File: src/rtl/cla_seq_ctrl.sv
// cla_seq_ctrl: runs a W-bit add/subtract through one external 8-bit CLA,
// least-significant byte first, chaining the carry through a register.
module cla_seq_ctrl #(
  parameter int NBYTES = 4
) (
  input  logic                  clk,
  input  logic                  rst_n,
  input  logic                  start,
  input  logic                  sub,
  input  logic [8*NBYTES-1:0]   op_a,
  input  logic [8*NBYTES-1:0]   op_b,
  output logic                  busy,
  output logic                  done,
  output logic [8*NBYTES-1:0]   result,
  output logic                  carry_out,
  output logic                  overflow,
  output logic [7:0]            add_a,
  output logic [7:0]            add_b,
  output logic                  add_cin,
  input  logic [7:0]            add_sum,
  input  logic                  add_cout
);

  localparam int W  = 8 * NBYTES;
  localparam int IW = $clog2(NBYTES);
  localparam logic [IW-1:0] LAST_IDX = IW'(NBYTES - 1);

  typedef enum logic [1:0] {
    IDLE = 2'd0,
    RUN  = 2'd1,
    DONE = 2'd2
  } state_t;

  state_t          state_r;
  state_t          state_s;
  logic [IW-1:0]   idx_r;
  logic            carry_r;
  logic [W-1:0]    a_r;
  logic [W-1:0]    beff_r;
  logic [W-1:0]    result_r;
  logic            carry_out_r;
  logic            overflow_r;
  logic            busy_r;
  logic            done_r;

  // State register
  always_ff @(posedge clk or negedge rst_n) begin
    if (!rst_n) begin
      state_r <= IDLE;
    end else begin
      state_r <= state_s;
    end
  end

  // Next-state logic
  always_comb begin
    state_s = state_r;
    case (state_r)
      IDLE: begin
        if (start) begin
          state_s = RUN;
        end else begin
          state_s = IDLE;
        end
      end
      RUN: begin
        if (idx_r == LAST_IDX) begin
          state_s = DONE;
        end else begin
          state_s = RUN;
        end
      end
      DONE:    state_s = IDLE;
      default: state_s = IDLE;
    endcase
  end

  // Status flags registered from the next state so they line up with RUN/DONE
  always_ff @(posedge clk or negedge rst_n) begin
    if (!rst_n) begin
      busy_r <= 1'b0;
      done_r <= 1'b0;
    end else begin
      busy_r <= (state_s == RUN) || (state_s == DONE);
      done_r <= (state_s == DONE);
    end
  end

  // Operand latch, byte walk and result accumulation; B is stored already inverted for subtract
  always_ff @(posedge clk or negedge rst_n) begin
    if (!rst_n) begin
      idx_r       <= '0;
      carry_r     <= 1'b0;
      a_r         <= '0;
      beff_r      <= '0;
      result_r    <= '0;
      carry_out_r <= 1'b0;
      overflow_r  <= 1'b0;
    end else begin
      case (state_r)
        IDLE: begin
          if (start) begin
            a_r     <= op_a;
            beff_r  <= op_b ^ {W{sub}};
            carry_r <= sub;
            idx_r   <= '0;
          end
        end
        RUN: begin
          result_r[{idx_r, 3'b000} +: 8] <= add_sum;
          carry_r <= add_cout;
          if (idx_r == LAST_IDX) begin
            carry_out_r <= add_cout;
            overflow_r  <= (a_r[W-1] == beff_r[W-1]) && (add_sum[7] != a_r[W-1]);
            idx_r       <= '0;
          end else begin
            idx_r <= idx_r + {{(IW-1){1'b0}}, 1'b1};
          end
        end
        DONE: begin
          idx_r <= '0;
        end
        default: begin
          idx_r <= '0;
        end
      endcase
    end
  end

  // Adder drive: only the current byte while running, quiet otherwise
  always_comb begin
    add_a   = 8'h00;
    add_b   = 8'h00;
    add_cin = 1'b0;
    if (state_r == RUN) begin
      add_a   = a_r[{idx_r, 3'b000} +: 8];
      add_b   = beff_r[{idx_r, 3'b000} +: 8];
      add_cin = carry_r;
    end else begin
      add_a   = 8'h00;
      add_b   = 8'h00;
      add_cin = 1'b0;
    end
  end

  assign busy      = busy_r;
  assign done      = done_r;
  assign result    = result_r;
  assign carry_out = carry_out_r;
  assign overflow  = overflow_r;

endmodule

File: config.mk
export PLATFORM = sky130hd
export DESIGN_NAME = cla_seq_ctrl
export DESIGN_NICKNAME = d
export VERILOG_FILES = /design/src/rtl/cla_seq_ctrl.sv
export SDC_FILE = /design/constraint.sdc
export NUM_CORES = 1
export LEC_CHECK = 0
export ABC_AREA = 1
export CORE_MARGIN = 2
export CORE_UTILIZATION = 40
export CTS_CLUSTER_DIAMETER = 50
export DETAILED_ROUTE_END_ITERATION = 10
export GPL_TIMING_DRIVEN = 0
export MAX_ROUTING_LAYER = met4
export PLACE_DENSITY = 0.67
export SYNTH_ARGS = -nofsm -noshare
export SYNTH_HDL_FRONTEND = slang
export SYNTH_SLANG_ARGS = --single-unit
File: constraint.sdc
create_clock -name clk -period 2.3 [get_ports clk]
set_input_delay 0.46 -clock clk [delete_from_list [all_inputs] [get_ports clk]]
set_output_delay 0.46 -clock clk [all_outputs]
set_load 0.02 [all_outputs]
==> reports/results.ini <==
[placed_design]
place_congestion=0.948
hpwl_um=10500
dp.cells=956
portBuffers=128

[detailed_routing]
vias_per_cell=4.82
vias=4676
remaining_drc_errors=0
drt_iter0_markers=262
ant_nets=0
post_drt_wl_per_cell_um=13.9
wirelength_um=13500
drtPass1Iterations=5

[floorplan]
io_pins=130
die_x_um=119
dieArea_sq_mm=0.0141
rows=41
die_h_um=119
coreArea_sq_mm=0.0127
start_util=0.413

[logic_synthesis]
yosysWarnings=0
synth_cells=655
synth.most_common_cell=nand2_1
netlist-cell-type-count=25
yosysSeqAreaShare=0.500
synth_area_per_cell_sq_um=8.02
synth_area_leader_cell=dfrtp_1
synth_commonest_cells=nand2_1, dfrtp_1, inv_1
synth_top_area_share=0.500
synth_fp_nets=739
synth-seq-cells=105
synth.area.top_cells=dfrtp_1, nand2_1, inv_1
async_reset_ff_frac=1.00
synth-edff-count=0
synth_ff_type=dfrtp_1
syn-cell-area_sq_mm=0.00525

[setup_path]
critPathKind=reg -> out
crit_slowest_cell=dfrtp_1
end_kind=output pin
critPathBufInv=4
max_stage_delay_ns=0.41
crit_chain=buf_6 -> inv_2 -> buf_2 -> nand2_1 -> nand3_1 -> a21oi_2 -> buf_2
setup.worst_path.start_class=flop
crit_family=buffers and inverters
worstPathMaxFanout=10
crit_required_ns=1.84
path_common_cell=buf_2
crit_arrival_ns=1.76

[global_routing]
globalRouteTotalUtil=0.203
antenna_found_initial=0
grt_max_degree=60
grt_pass1_wl_um=22300
grt_pass1_vias=4670
overflow=0

[cells_and_area]
utilization=0.552
drive_above_1_share=0.103
fin_cells=971
finalNetCount=880
fillers=1230
area_delta_synth_final_pct=33.8
n_antenna_cell=0

[timing]
fmax_mhz=451
relSlewSlack=0.601
drv_slew=0
tightest_slew_ns=0.598
hold_viol=0
rsz0062_at_grt=false
layout_min_cycle_time_ns=2.22
finClkSkew_ns=0.00538
finalSetupViolCount=0
min_period_over_period=0.963
tns_ns=0

[clocking]
cts_tree=built
h-tree-depth=3
clock_path_buffers=2
cts_root_buf=clkbuf_16
path_clk_slew_ns=0.07
numClockSinks=105
cts_buffers=9
insertion_delay_ns=0.34

[power_and_ir_drop]
leakage_uw=0.00351
power.density_mw_per_mm2=1350
ir_drop_uv=841

[run]
cap_violations=0

[outcome]
run_status=finished clean

[min_path]
hp-class=in -> async

[cell type report]
type,instances,area (sq um),area share
timing repair buffer,130,1230,0.175
buffer,31,218,0.0310
inverter,88,334,0.0476
tap,172,215,0.0306
sequential,105,2630,0.374
clock inverter,3,42.5,0.00606
clock buffer,11,243,0.0346
multi-input combinational,431,2110,0.301
[routing by layer]
| metal | routed length [um] | share of wire | global-route usage |
|---|---|---|---|
| met1 | 5910 | 0.44 | 0.261 |
| met4 | 325 | 0.024 | 0.0737 |
| met5 | 0 | 0 | - |
| met3 | 841 | 0.062 | 0.0338 |
| met2 | 6450 | 0.48 | 0.324 |
[cell usage in the layout, fill, tap and decap left out, types with 7 or more instances in the layout]
cell	n
nand3_1	44
nand2_1	236
o21ai_1	33
clkdlybuf4s50_1	110
buf_2	24
ha_1	7
dfrtp_1	105
clkbuf_16	9
inv_1	83
buf_4	11
a21oi_1	11
o21ai_0	41
nor2_1	10
xnor2_1	32
[timing repair]
item                       CTS  global route
setup endpoints to repair   17            14
gates resized for setup     60            16
hold buffers                 0             0
buffers inserted             0             1
[power by group]
part	internal, uW	leakage, uW	switching (uW)
combinational	1860	0.00203	3040
sequential	2690	0.00134	405
clock	861	0.000137	645
[path summary, 6_finish.rpt]
path / start / end / slack (ns) / cells past startpoint
min in group clk: result[20]$_DFFE_PN0P_ / result[20]$_DFFE_PN0P_ / 0.48 / 2
max: idx_r[0]$_DFFE_PN0P_ / add_b[5] / 0.08 / 7
max reg2reg: idx_r[1]$_DFFE_PN0P_ / result[3]$_DFFE_PN0P_ / 0.40 / 7
min reg2reg: result[20]$_DFFE_PN0P_ / result[20]$_DFFE_PN0P_ / 0.48 / 2
max in group asynchronous: rst_n / state_r[1]$_DFF_PN0_ / 1.48 / 2
min: rst_n / a_r[19]$_DFFE_PN0P_ / 0.12 / 1
[sequential cells by signal (all words and copies together) (netlist names), 2 cells and up]
name     flops
beff_r      32
state_r      2
idx_r        2
result      32
a_r         32
[metrics by stage]
stage                     setup WS (ns)  hold slack (ns)  total power, uW  cell area [sq um]
after detailed placement         -0.168            0.467             8150               6770
after floorplan                   0.543            0.164             6160               5250
after global placement            -3.03            0.464             8040               6750
after global routing           0.000545            0.172            10200               7020
after CTS                       0.00203            0.145             9640               7090
final                            0.0840            0.122             9510               7020
[logic make-up (layout without fill, tap and decap cells)]
kind of cell / count (synthesis) / in the layout / synth area share
and+or+nand+nor: 301 / 301 / 0.242
buffers and inverters: 119 / 263 / 0.101
DFF: 105 / 105 / 0.500
AOI/OAI and AO/OA: 91 / 91 / 0.0870
xor gates and xnor gates: 32 / 32 / 0.0534
adders and majority gates: 7 / 7 / 0.0167
Power figures use the tool's default switching activity.
